==> src/rtl/fetch_pipe_ctrl.sv <==
// WISC fetch front end: PC register, instruction-memory request handshake and
// IF/ID pipeline register, steered by the hazard unit's stall/flush/redirect.
module fetch_pipe_ctrl #(
    parameter int                 ADDR_W    = 16,
    parameter int                 INSTR_W   = 16,
    parameter logic [ADDR_W-1:0]  RESET_PC  = 16'h0000,
    parameter logic [INSTR_W-1:0] NOP_INSTR = 16'h0000,
    parameter logic [3:0]         HLT_OPC   = 4'hF
) (
    input  logic               clk,
    input  logic               rst,
    input  logic               pc_wen,
    input  logic               if_id_wen,
    input  logic               if_id_flush,
    input  logic               control_hazard,
    input  logic [ADDR_W-1:0]  branch_target,
    output logic               imem_req,
    output logic [ADDR_W-1:0]  imem_addr,
    input  logic               imem_valid,
    input  logic [INSTR_W-1:0] imem_rdata,
    output logic [INSTR_W-1:0] if_id_instr,
    output logic [ADDR_W-1:0]  if_id_pc2,
    output logic               if_id_valid,
    output logic               fetch_stall,
    output logic               halted
);

    localparam logic [1:0] ST_REQ  = 2'd0;
    localparam logic [1:0] ST_HOLD = 2'd1;
    localparam logic [1:0] ST_HALT = 2'd2;

    typedef struct packed {
        logic [INSTR_W-1:0] instr;
        logic [ADDR_W-1:0]  pc2;
    } fetch_ent_t;

    logic [1:0]        state, state_nxt;
    logic [ADDR_W-1:0] pc, pc_nxt, pc_inc;
    fetch_ent_t        hold_buf, hold_nxt;
    logic              redir_pend, redir_pend_nxt;
    logic [ADDR_W-1:0] redir_tgt, redir_tgt_nxt;
    logic              ld_vld;
    fetch_ent_t        ld_ent;
    logic              adv;

    assign pc_inc      = pc + ADDR_W'(2);
    assign adv         = pc_wen && if_id_wen;
    assign imem_req    = (state == ST_REQ);
    assign imem_addr   = pc;
    assign fetch_stall = (state == ST_REQ) && !imem_valid;

    always_comb begin
        state_nxt      = state;
        pc_nxt         = pc;
        hold_nxt       = hold_buf;
        redir_pend_nxt = redir_pend;
        redir_tgt_nxt  = redir_tgt;
        ld_vld         = 1'b0;
        ld_ent         = {imem_rdata, pc_inc};
        case (state)
            ST_REQ: begin
                if (imem_valid) begin
                    // A redirect arriving with the response makes that response wrong-path.
                    if (control_hazard) begin
                        pc_nxt         = branch_target;
                        redir_pend_nxt = 1'b0;
                    end else if (redir_pend) begin
                        pc_nxt         = redir_tgt;
                        redir_pend_nxt = 1'b0;
                    end else if (adv) begin
                        ld_vld = 1'b1;
                        pc_nxt = pc_inc;
                    end else begin
                        hold_nxt  = {imem_rdata, pc_inc};
                        state_nxt = ST_HOLD;
                    end
                end else if (control_hazard) begin
                    redir_pend_nxt = 1'b1;
                    redir_tgt_nxt  = branch_target;
                end
            end
            ST_HOLD: begin
                ld_ent = hold_buf;
                if (control_hazard) begin
                    pc_nxt    = branch_target;
                    state_nxt = ST_REQ;
                end else if (adv) begin
                    ld_vld    = 1'b1;
                    pc_nxt    = pc_inc;
                    state_nxt = ST_REQ;
                end
            end
            ST_HALT: begin
                if (control_hazard) begin
                    pc_nxt    = branch_target;
                    state_nxt = ST_REQ;
                end
            end
            default: state_nxt = ST_REQ;
        endcase
        if (ld_vld && !if_id_flush && ld_ent.instr[INSTR_W-1 -: 4] == HLT_OPC)
            state_nxt = ST_HALT;
    end

    always_ff @(posedge clk or posedge rst) begin
        if (rst) begin
            state      <= ST_REQ;
            pc         <= RESET_PC;
            hold_buf   <= '0;
            redir_pend <= 1'b0;
            redir_tgt  <= '0;
            halted     <= 1'b0;
        end else begin
            state      <= state_nxt;
            pc         <= pc_nxt;
            hold_buf   <= hold_nxt;
            redir_pend <= redir_pend_nxt;
            redir_tgt  <= redir_tgt_nxt;
            halted     <= (state_nxt == ST_HALT);
        end
    end

    // Advancing with nothing to load inserts a bubble; HALT pins the HLT in IF/ID.
    always_ff @(posedge clk or posedge rst) begin
        if (rst) begin
            if_id_instr <= NOP_INSTR;
            if_id_pc2   <= '0;
            if_id_valid <= 1'b0;
        end else if (if_id_flush) begin
            if_id_instr <= NOP_INSTR;
            if_id_valid <= 1'b0;
        end else if (if_id_wen && state != ST_HALT) begin
            if (ld_vld) begin
                if_id_instr <= ld_ent.instr;
                if_id_pc2   <= ld_ent.pc2;
                if_id_valid <= 1'b1;
            end else begin
                if_id_instr <= NOP_INSTR;
                if_id_valid <= 1'b0;
            end
        end
    end

endmodule

==> config.mk <==
export PLATFORM = sky130hd
export DESIGN_NAME = fetch_pipe_ctrl
export DESIGN_NICKNAME = d
export VERILOG_FILES = /design/src/rtl/fetch_pipe_ctrl.sv
export SDC_FILE = /design/constraint.sdc
export NUM_CORES = 1
export LEC_CHECK = 0
export ABC_AREA = 1
export CAP_MARGIN = 10
export CORE_ASPECT_RATIO = 1.75
export CORE_MARGIN = 2
export CORE_UTILIZATION = 58
export DETAILED_ROUTE_END_ITERATION = 8
export PLACE_DENSITY = 0.86
export SYNTH_ARGS = -nofsm -noshare
export SYNTH_HDL_FRONTEND = slang
export SYNTH_SLANG_ARGS = --single-unit
==> constraint.sdc <==
create_clock -name clk -period 8.9 [get_ports clk]
set_input_delay 0.89 -clock clk [delete_from_list [all_inputs] [get_ports clk]]
set_output_delay 0.89 -clock clk [all_outputs]
set_load 0.02 [all_outputs]
# --- Word level (Yosys, flattened, before mapping) ---
# Index checks and enable logic that the tools add are counted.
word_totals:
  register_bits: 101
  output_inout_bits: 52
op_classes:
  addsub: 1
  n_eq_ne: 7
  n_mux: 31
  bitwise_logic: 5
  n_reduce_logical: 16
op_table:
  columns: ["cell", "count"]
  rows:
  - ["$mux W16", 9]
  - ["$pmux W16 S3", 1]
  - ["$mux W32", 1]
  - ["$add A16 B2 Y16 const B", 1]
  - ["$mux W2", 8]
  - ["$mux W1", 10]
  - ["$reduce_and A3 Y1", 3]
  - ["$pmux W2 S3", 1]
  - ["$logic_and A1 B1 Y1", 5]
  - ["$not A1 Y1", 5]
  - ["$reduce_and A5 Y1", 1]
  - ["$eq A2 B2 Y1 const B", 2]
  - ["$eq A4 B4 Y1 const B", 1]
  - ["$ne A2 B2 Y1 const B", 2]
  - ["$reduce_bool A2 Y1", 2]
  - ["$reduce_bool A3 Y1", 1]
  - ["$eq A2 B1 Y1 const B", 1]
  - ["$logic_not A1 Y1", 2]
  - ["$logic_not A2 Y1", 1]
  - ["$ne A2 B1 Y1 const B", 1]
  - ["$pmux W1 S2", 1]
  - ["$reduce_and A2 Y1", 1]

# --- Longest topological paths before layout ---
depth:
  word_depth: 10
  mapped_depth: 10
  depth_no_buf: 10

# --- Worst setup path after synthesis ---
# Ideal clock, no wire load.
synth_timing:
  kind: "register -> output"
  from: "reg state[0]"
  to: "out fetch_stall"
  arrival_ns: 1.315
  required_ns: 8.010
  slack_ns: 6.695
  path_stages_with_launch: 5
  n_path_buf: 0
  cell_sequence: "dfrtp_1 > inv_1 > ha_1 > inv_1 > nor2_1"
synth_via:
  elab_chain_cells: 2
synth_lines:
  columns: ["element", "line_no", "source"]
  rows:
  - ["start, declared", "37", "logic [1:0] state, state_nxt;"]
  - ["start signal, assigned", "114", "state <= state_nxt;"]
  - ["$logic_not A2 Y1", null, null]
  - ["net imem_req", "17", "output logic imem_req,"]
  - ["$logic_and A1 B1 Y1", "50", "assign fetch_stall = (state == ST_REQ) && !imem_valid;"]
  - ["end, declared", "24", "output logic fetch_stall,"]
# The timed path passes the listed nets, and every way through them passes these cells.

# --- Final worst setup path ---
layout_timing:
  from: "in control_hazard"
  to: "reg pc[0] (netlist: imem_addr[0])"
layout_via:
  elab_chain_cells: 3
  elab_cells_between_ends: 6
  classes_between: "eq/ne (1); mux (4); reduce/logical (1)"
layout_lines:
  columns: ["element", "line_no", "source"]
  rows:
  - ["start, declared", "15", "input logic control_hazard,"]
  - ["$mux W16", "64", "if (control_hazard) begin"]
  - ["$mux W16", "62", "if (imem_valid) begin"]
  - ["$pmux W16 S3", "60", "case (state)"]
  - ["end signal, assigned", "115", "pc <= pc_nxt;"]
  - ["end, declared", "38", "logic [ADDR_W-1:0] pc, pc_nxt, pc_inc;"]
# Several ways; a longest one is shown, not always the timed one. The select of a mux whose other input is x is not followed.
# A chain may end at the register's enable or synchronous reset.

==> out/qor.yml <==
floorplan:
  die_h_um: 131
  core-area_um2: 8980
  dieArea_um2: 10000
  rows: 46
  io_pins: 91
  start_util: 0.594
  die_x_um: 76.5
detailed_routing:
  drt.antenna.violating_nets: 0
  drc: 0
  via_per_inst: 5.57
  wl_per_cell_um: 15.5
  routed_wl_um: 13900
  via_count: 5004
  first_pass_iters: 6
  first_iter_violations: 405
synth:
  muxShareOfSynthArea: 0.0263
  synth_cell_type_count: 31
  synth_top_family_by_area: "simple AND/OR/NAND/NOR gates"
  ys.flop_type: "dfrtp_1"
  synth_compound_area_frac: 0.142
  synth-xor-area-share: 0.0115
  async_reset_ff_frac: 1.00
  synthAdderAreaFrac: 0.0117
  synth-edff-count: 0
  synth-simple-area-share: 0.271
  yosysWarnings: 0
  seq_area_frac_synth: 0.474
  synth_area_um2: 5340
  synthCells: 704
  postSynthAreaPerCell_um2: 7.58
  synthesis.nets: 748
  ys_seq_elements: 101
final_layout:
  num_antenna_cells: 0
  area_delta_synth_final_pct: 23.2
  layout-drive-gt1-share: 0.0373
  stdcell_count: 898
  nets: 817
power_and_ir_drop:
  p_sw_uw: 902
  p_per_area_nw_per_um2: 324
  p_int_uw: 1220
  p_seq_frac: 0.362
  ir_drop_mv: 0.271
  leakagePower_uw: 0.00314
  swShare: 0.424
  p_comb_frac: 0.444
  clkPwrFrac: 0.194
hold_path:
  holdPathStages: 2
  hp-class: "flop to flop"
worst_setup_path:
  cp-end-kind: "flop"
  max_stage_delay_ns: 1.09
  path_max_fanout: 24
  path_class: "primary input to flop"
  path_buf_inv: 2
  crit_path_cell_trace: "clkdlybuf4s50_1 -> nor2_1 -> nor3_2 -> inv_1 -> a211oi_1 -> nand2_1 -> o21ai_0"
  critPathTopFamily: "buffers and inverters"
  slowest_stage: "clkdlybuf4s50_1"
  critical_path_depth: 7
  ff2ff_path_depth: 8
  critPathArrivalTime_ns: 4.05
  crit_required_ns: 9.17
  start_kind: "primary input"
cts:
  clock_sink_count: 101
  clk_latency_ns: 0.36
  clkSlewWorstSetupHoldPaths_ns: 0.07
  cts_buffers: 9
  cts.htree.levels: 3
  cts_resized: 0
  root_buffer: "clkbuf_16"
  hold_buffers: 0
  cts_setup_buffers: 0
  clk_path_buf_depth: 2
  cts_tree: "yes"
outcome:
  status: "complete, no violations"
grt:
  overflow: 0
  grt_max_degree: 71
  grt_pass1_wl_um: 23100
  grt_usage: 0.290
  antenna_found_initial: 0
  grt_pass1_vias: 4806
placement:
  dpl.cell_count: 882
  dp_hpwl_um: 10200
  gp_congestion: 0.909
  port_buffers: 90
sta:
  setup_tns_ns: 0
  hold_viol_final: 0
  timing.final.crit_share: 0.425
  fin_crit_ns: 3.79
  rsz0062_at_grt: "no"
  max_freq_mhz: 264
  finClkSkew_ns: 0.00815
  setup_viol: 0
  tightest_slew_ns: 1.00
  slew_headroom: 0.330
  drv_slew: 0
run:
  cap_violations: 0
worst register-to-register path: cells and delay by family, from the launching register on:
kind,cells,cell delay [ns]
compound gates,1,0.43
fa+ha+maj,1,0.82
buf+inv,3,0.90
flops,1,0.41
simple gates,3,0.66
sequential cells by signal (all words and copies together) (netlist names):
signal       cells
halted           1
hold_buf        32
if_id_instr     16
if_id_pc2       16
if_id_valid      1
imem_addr       16
redir_pend       1
redir_tgt       16
state            2
cells in the final DEF (no fill, tap or decap), drive strengths merged, types with 3 or more instances in the layout:
| master | instances |
|---|---|
| and2 | 3 |
| nand3 | 47 |
| dfrtp | 101 |
| nand4 | 11 |
| ha | 5 |
| buf | 3 |
| inv | 52 |
| a21oi | 35 |
| o21ai | 97 |
| clkdlybuf4s50 | 90 |
| mux2i | 14 |
| nor2 | 21 |
| xor2 | 7 |
| clkbuf | 9 |
| nand2 | 266 |
final cells by class:
cell class / instances / area (um2)
repair buffers: 93 / 923
inverters: 49 / 186
multi-input cells: 519 / 2470
well taps: 120 / 150
fillers: 716 / 2410
flip-flops and latches: 101 / 2530
clock inverters: 7 / 91.3
clock buffers: 9 / 225
path summary, 6_finish.rpt:
check / from / to / slack [ns]
worst max-delay path: control_hazard / imem_addr[0]$_DFFE_PP0P_ / 5.11
worst min register to register: if_id_pc2[1]$_DFFE_PP0P_ / if_id_pc2[1]$_DFFE_PP0P_ / 0.48
max in group asynchronous: rst / imem_addr[10]$_DFFE_PP0P_ / 6.80
worst max register to register: state[1]$_DFF_PP0_ / if_id_pc2[4]$_DFFE_PP0P_ / 5.63
min in group asynchronous: rst / redir_tgt[1]$_DFFE_PP0P_ / 0.90
worst min-delay path: if_id_pc2[1]$_DFFE_PP0P_ / if_id_pc2[1]$_DFFE_PP0P_ / 0.48
power groups by stage:
stage	clock network (uW)	logic (uW)	registers, uW
after detailed placement	0	935	772
final	413	944	769
after floorplan	0	559	815
after CTS	417	944	765
after global placement	0	910	763
after global routing	439	1050	789
per-stage QoR:
stage                     area, um2  worst slack [ns]  utilization  hold slack [ns]  total power (uW)
after floorplan                5340              5.36            -            0.448              1370
after global routing           6570              4.89        0.732            0.496              2280
after detailed placement       6250              4.87        0.697            0.466              1710
final                          6570              5.11        0.732            0.483              2130
after CTS                      6570              5.20        0.732            0.485              2130
after global placement         6250              5.04        0.697            0.462              1670
logic make-up after synthesis:
logic type / Yosys count
flops: 101
xor+xnor: 7
fa+ha+maj: 5
compound gates: 142
buf+inv: 84
mux: 14
simple gates: 351
per-layer routing:
metal / track usage / vias to the layer above / wire [um]
met5: 0 / - / 0
met1: 0.343 / 2363 / 5550
met3: 0.0460 / 38 / 611
met2: 0.525 / 168 / 7330
met4: 0.122 / 0 / 423
li1: - / 2435 / -
synthesized netlist by cell type, types with 2 or more instances:
cell type | count | share of area
a21oi_1 | 35 | 0.033
and2_1 | 3 | 0.0035
buf_2 | 10 | 0.0094
buf_4 | 2 | 0.0028
clkbuf_1 | 21 | 0.015
dfrtp_1 | 101 | 0.47
ha_1 | 5 | 0.012
inv_1 | 47 | 0.033
inv_2 | 2 | 0.0014
mux2i_1 | 14 | 0.026
nand2_1 | 266 | 0.19
nand3_1 | 47 | 0.044
nand4_1 | 9 | 0.011
nor2_1 | 21 | 0.015
o2111ai_1 | 2 | 0.0033
o21ai_0 | 76 | 0.071
o21ai_1 | 21 | 0.020
o21bai_1 | 2 | 0.0028
or2_2 | 2 | 0.0023
xor2_1 | 7 | 0.011
No activity file was read; power rests on OpenSTA's default activity.
